`src/rtl/mul_div_unit.sv`:
```
// mul_div_unit: multi-cycle MULT/MULTU/DIV/DIVU unit with architectural HI/LO.
// Shift-add multiply and restoring divide, one bit per clock, 33-clock latency.
// Optional build macro MUL_DIV_EARLY_OUT_EN: a multiply finishes as soon as the
// remaining multiplier bits are all zero. Divide timing is unaffected.
module mul_div_unit #(
    parameter int WIDTH = 32,
    parameter int CNT_W = 6
) (
    input  logic             clk,
    input  logic             rst,
    input  logic             start,
    input  logic [1:0]       op,
    input  logic [WIDTH-1:0] A,
    input  logic [WIDTH-1:0] B,
    input  logic             hi_we,
    input  logic             lo_we,
    input  logic [WIDTH-1:0] wdata,
    output logic             busy,
    output logic             done,
    output logic             div_by_zero,
    output logic [WIDTH-1:0] hi,
    output logic [WIDTH-1:0] lo
);

    typedef enum logic [1:0] {IDLE, CALC, FIX, DONE} state_t;

    state_t                 state_reg, state_next;
    logic [CNT_W-1:0]       cnt_reg;
    logic [1:0]             op_reg;
    logic                   sign_a_reg;   // dividend/multiplicand negative (signed ops only)
    logic                   neg_reg;      // result (product or quotient) must be negated
    logic                   dz_reg;       // divide with a zero divisor
    logic [2*WIDTH-1:0]     mcand_reg;    // multiplicand (shifting) or divisor in low half
    logic [WIDTH-1:0]       shr_reg;      // multiplier (shifting right) or dividend/quotient
    logic [2*WIDTH-1:0]     acc_reg;      // product accumulator or remainder in low WIDTH+1 bits
    logic [WIDTH-1:0]       hi_reg, lo_reg;

    logic                   accept;
    logic                   last_iter;
    logic                   mul_early;
    logic                   op_signed;
    logic [WIDTH-1:0]       abs_a, abs_b;
    logic [2*WIDTH-1:0]     acc_add;
    logic [WIDTH:0]         rem_shift;
    logic [WIDTH+1:0]       diff;
    logic                   fits;
    logic [WIDTH:0]         rem_new;
    logic [WIDTH-1:0]       q_new;
    logic [2*WIDTH-1:0]     prod_fix;
    logic [WIDTH-1:0]       q_fix, r_fix;
    logic [WIDTH-1:0]       res_hi, res_lo;

    assign accept    = start && ((state_reg == IDLE) || (state_reg == DONE));
    assign last_iter = (cnt_reg == CNT_W'(WIDTH - 1));

    // Operand magnitudes: op[0]=0 selects the signed variants.
    assign op_signed = ~op[0];
    assign abs_a     = (op_signed && A[WIDTH-1]) ? -A : A;
    assign abs_b     = (op_signed && B[WIDTH-1]) ? -B : B;

    // One shift-add multiply step.
    assign acc_add = shr_reg[0] ? (acc_reg + mcand_reg) : acc_reg;

    // One restoring-divide step: bring down the next dividend bit, trial subtract.
    assign rem_shift = {acc_reg[WIDTH-1:0], shr_reg[WIDTH-1]};
    assign diff      = {1'b0, rem_shift} - {2'b00, mcand_reg[WIDTH-1:0]};
    assign fits      = ~diff[WIDTH+1];
    assign rem_new   = fits ? diff[WIDTH:0] : rem_shift;
    assign q_new     = {shr_reg[WIDTH-2:0], fits};

`ifdef MUL_DIV_EARLY_OUT_EN
    // Multiply can stop once the multiplier left after this step is zero.
    assign mul_early = ~op_reg[1] && (shr_reg[WIDTH-1:1] == '0);
`else
    assign mul_early = 1'b0;
`endif

    // Sign correction applied in FIX; a zero divisor forces an all-ones quotient.
    assign prod_fix = neg_reg ? -acc_reg : acc_reg;
    assign q_fix    = dz_reg ? '1 : (neg_reg ? -shr_reg : shr_reg);
    assign r_fix    = sign_a_reg ? -acc_reg[WIDTH-1:0] : acc_reg[WIDTH-1:0];
    assign res_hi   = op_reg[1] ? r_fix : prod_fix[2*WIDTH-1:WIDTH];
    assign res_lo   = op_reg[1] ? q_fix : prod_fix[WIDTH-1:0];

    // State register.
    always_ff @(posedge clk or posedge rst) begin
        if (rst) state_reg <= IDLE;
        else     state_reg <= state_next;
    end

    // Next-state logic.
    always_comb begin
        state_next = state_reg;
        case (state_reg)
            IDLE: if (start) state_next = CALC;
            CALC: if (last_iter || mul_early) state_next = FIX;
            FIX:  state_next = DONE;
            DONE: state_next = start ? CALC : IDLE;
            default: state_next = IDLE;
        endcase
    end

    // Datapath: load operands on accept, iterate one bit per clock in CALC.
    always_ff @(posedge clk or posedge rst) begin
        if (rst) begin
            cnt_reg    <= '0;
            op_reg     <= '0;
            sign_a_reg <= 1'b0;
            neg_reg    <= 1'b0;
            dz_reg     <= 1'b0;
            mcand_reg  <= '0;
            shr_reg    <= '0;
            acc_reg    <= '0;
        end else if (accept) begin
            cnt_reg    <= '0;
            op_reg     <= op;
            sign_a_reg <= op_signed & A[WIDTH-1];
            neg_reg    <= op_signed & (A[WIDTH-1] ^ B[WIDTH-1]);
            dz_reg     <= op[1] && (B == '0);
            mcand_reg  <= {{WIDTH{1'b0}}, (op[1] ? abs_b : abs_a)};
            shr_reg    <= op[1] ? abs_a : abs_b;
            acc_reg    <= '0;
        end else if (state_reg == CALC) begin
            cnt_reg <= cnt_reg + CNT_W'(1);
            if (op_reg[1]) begin
                acc_reg <= {{(WIDTH-1){1'b0}}, rem_new};
                shr_reg <= q_new;
            end else begin
                acc_reg   <= acc_add;
                mcand_reg <= {mcand_reg[2*WIDTH-2:0], 1'b0};
                shr_reg   <= {1'b0, shr_reg[WIDTH-1:1]};
            end
        end
    end

    // HI/LO: result write in FIX has priority; MTHI/MTLO only while not busy.
    always_ff @(posedge clk or posedge rst) begin
        if (rst) begin
            hi_reg <= '0;
            lo_reg <= '0;
        end else if (state_reg == FIX) begin
            hi_reg <= res_hi;
            lo_reg <= res_lo;
        end else if (!busy) begin
            if (hi_we) hi_reg <= wdata;
            if (lo_we) lo_reg <= wdata;
        end
    end

    assign busy        = (state_reg == CALC) || (state_reg == FIX);
    assign done        = (state_reg == DONE);
    assign div_by_zero = done & dz_reg;
    assign hi          = hi_reg;
    assign lo          = lo_reg;

endmodule

```
`config.mk`:
```
export PLATFORM = sky130hd
export DESIGN_NAME = mul_div_unit
export DESIGN_NICKNAME = d
export VERILOG_FILES = /design/src/rtl/mul_div_unit.sv
export SDC_FILE = /design/constraint.sdc
export NUM_CORES = 1
export LEC_CHECK = 0
export BUFFER_PORTS_ARGS = -buffer_cell sky130_fd_sc_hd__buf_2
export CAP_MARGIN = 20
export CORE_UTILIZATION = 25
export DETAILED_ROUTE_END_ITERATION = 8
export PLACE_DENSITY_LB_ADDON = 0.3
export SLEW_MARGIN = 30
export SYNTH_ARGS = -nofsm -noshare
export SYNTH_HDL_FRONTEND = slang
export SYNTH_SLANG_ARGS = --single-unit
```
`constraint.sdc`:
```
create_clock -name clk -period 7.5 [get_ports clk]
set_input_delay 0.75 -clock clk [delete_from_list [all_inputs] [get_ports clk]]
set_output_delay 0.75 -clock clk [all_outputs]
set_load 0.005 [all_outputs]
```
==> reports/summary.txt <==
initial antenna violation count = 4
placed cell area = 0.02236 sq mm
clk_lat worst skew = 590 ps
prevailing post-synth register cell = dfrtp_1
top post-synthesis cells by area = dfrtp_1, o21ai_0, ha_1
Core ar. = 0.08107 sq mm
final clock period utilization by the worst path = 53.53%
number of cells after detailed placement = 3725
area of the mapped netlist = 0.02062 sq mm
largest net degree at the start of global routing = 131
CTS sink count = 236
Final TNS setup = 0 ps
class of the tightest hold or removal check = in2async
Final ANT Viol Nets = 0
fin. max-slew vios = 0
Die Height = 289.2 microns
IO Pins = 170
first-pass GRT wire length = 113100 microns
TritonCTS buffer count = 30
CTS tree = built
Hold Buf Count CTS = 0
global route overflow = 0
Hold Violations, Final = 0
die area = 0.08365 sq mm
Synth area leader = dfrtp_1
Post-Syn Instances = 2649
Worst IR Drop VDD = 0.0002242 V
PostCTS Resize Cnt = 0
WS Path Type = reg2reg
RSZ-0062 raised after global routing = false
Port Buffer Count = 169
synthesized area per cell = 7.785 sq um
final WL = 74410 microns
WL/cell = 19.68 microns
most common cell in the synthesized netlist = nand2_1
Slew @ Worst Pin = 901.6 ps
Tot Pwr = 0.01020 W
sequential fraction of the synthesis area = 28.64%
P_leak = 10.01 nW
max-cap viol count = 0
Initial Util = 25.44%
post-synth cell types = 70
Setup crit end kind = register
CTS HTree Levels = 1
area added between synthesis and finish = 13.50%
post-synth top area share = 28.64%
vias = 19650
Final Non-Filler Cells = 3781
RePlAce Congestion = 0.9388
run status = completed
Post-synth ARST share = 100.0%
Synthesized Nets = 2860
layout cells sized above 1 = 10.40%
nets = 2908
DR iter-0 viols = 1673
Worst Path Required = 7940 ps
commonest cells in the netlist = nand2_1, o21ai_0, a21oi_1
DRC = 0
FP Rows = 104
vias per cell = 5.197
Clock Path Buffers = 3
vias in the first global route = 18350
power per cell area = 435.9 mW/mm^2
post-route design area = 0.02341 sq mm
postcts setup bufs = 0
Post-synth EDFFs = 0
CP startpoint kind = register
worst reg2reg path depth = 13
max_slew headroom = 39.90%
Total Routing Usage GR = 17.37%
clock root buffer = clkbuf_16
Reg2Reg Setup Slack = 3490 ps
DP HPWL = 57540 microns
CP arrival = 4460 ps
final clock skew = 18.54 ps
YS warnings = 0
FMAX = 249.1 MHz
Die X = 289.2 microns
drt pass-1 iters = 5
Yosys reg bits = 236
number of setup violations in the final report = 0
clock period minus worst slack = 4015 ps
Worst Path Max Fanout = 4
Reg clk slew, reported paths = 60 ps
[worst paths after layout]
kind / start / end
setup / recovery: mcand_reg[0] / acc_reg[26]
hold / removal: rst / state_reg[0]
setup reg to reg: mcand_reg[0] / acc_reg[26]
hold reg to reg: hi[18] / hi[18]
max in group asynchronous: rst / acc_reg[45]
min in group clk: wdata[17] / hi[17]
[metal layers]
metal / GRT usage [%] / wire (microns) / vias up
met4: 5.461 / 2279 / 2
met5: 0 / 13 / -
met3: 2.339 / 4069 / 90
met1: 25.28 / 36510 / 9346
met2: 26.26 / 31540 / 536
li1: - / - / 9676
[power by group]
group          leakage [nW]  switching (W)  internal, W
sequential             2.99       0.000740      0.00173
clock                 0.513       0.000622     0.000925
combinational          6.51        0.00391      0.00227
[cell families after synthesis]
logic type / count (synthesis) / share of synthesized area (%)
and+or+nand+nor: 772 / 17.33
DFF: 236 / 28.64
adders and majority gates: 108 / 6.625
buffers and inverters: 248 / 4.556
xor gates and xnor gates: 273 / 11.59
AOI/OAI and AO/OA: 956 / 28.51
muxes: 56 / 2.742
[cell type report]
| type | count | area [sq um] |
|---|---|---|
| Sequential cell | 236 | 5911 |
| Fill cell | 8812 | 57660 |
| Clock buffer | 42 | 887.1 |
| Timing Repair Buffer | 187 | 996.0 |
| Inverter | 77 | 296.5 |
| Antenna cell | 1 | 2.502 |
| Tap cell | 1060 | 1326 |
| Clock inverter | 13 | 156.4 |
| Multi-Input combinational cell | 2165 | 13830 |
[worst max-delay path, stage by stage (launching register included)]
cell and delay (ps):
dfrtp_1 430, ha_1 260, fa_1 380, nor2b_1 160
o21ai_0 120, a21oi_1 290, o211a_1 330, a21oi_1 170
o41ai_1 640, a221oi_1 180, o21bai_1 320, a31oi_1 150
xor2_1 300, a211oi_1 120
[metrics by stage]
step / utilization (%) / setup slack (ps) / hold slack, ps
2_1_floorplan: - / 275.3 / 462.8
3_3_place_gp: 27.57 / 3351 / 449.5
3_5_place_dp: 27.58 / 3482 / 464.7
4_1_cts: 28.86 / 3468 / 310.9
5_1_grt: 28.87 / 3160 / 341.4
6_report: 28.87 / 3485 / 258.0
[placed cells by master (no fill, tap or decap), types with 23 or more instances in the layout]
master	netlist	final
a22o_1	35	35
inv_1	77	76
o21ai_0	298	297
mux2i_1	52	52
clkbuf_16	0	31
o31ai_1	37	37
a31oi_1	26	26
or3_1	32	32
nor3_1	23	23
ha_1	106	104
dfrtp_1	236	234
o211ai_1	45	45
nand3_1	28	28
nand2b_1	26	25
nor2_1	198	194
buf_2	1	168
nand2_1	314	314
nor2b_1	34	33
xnor2_1	142	142
xor2_1	131	131
a21o_1	51	51
a21oi_1	261	261
a211oi_1	54	54
Power figures use the tool's default switching activity.
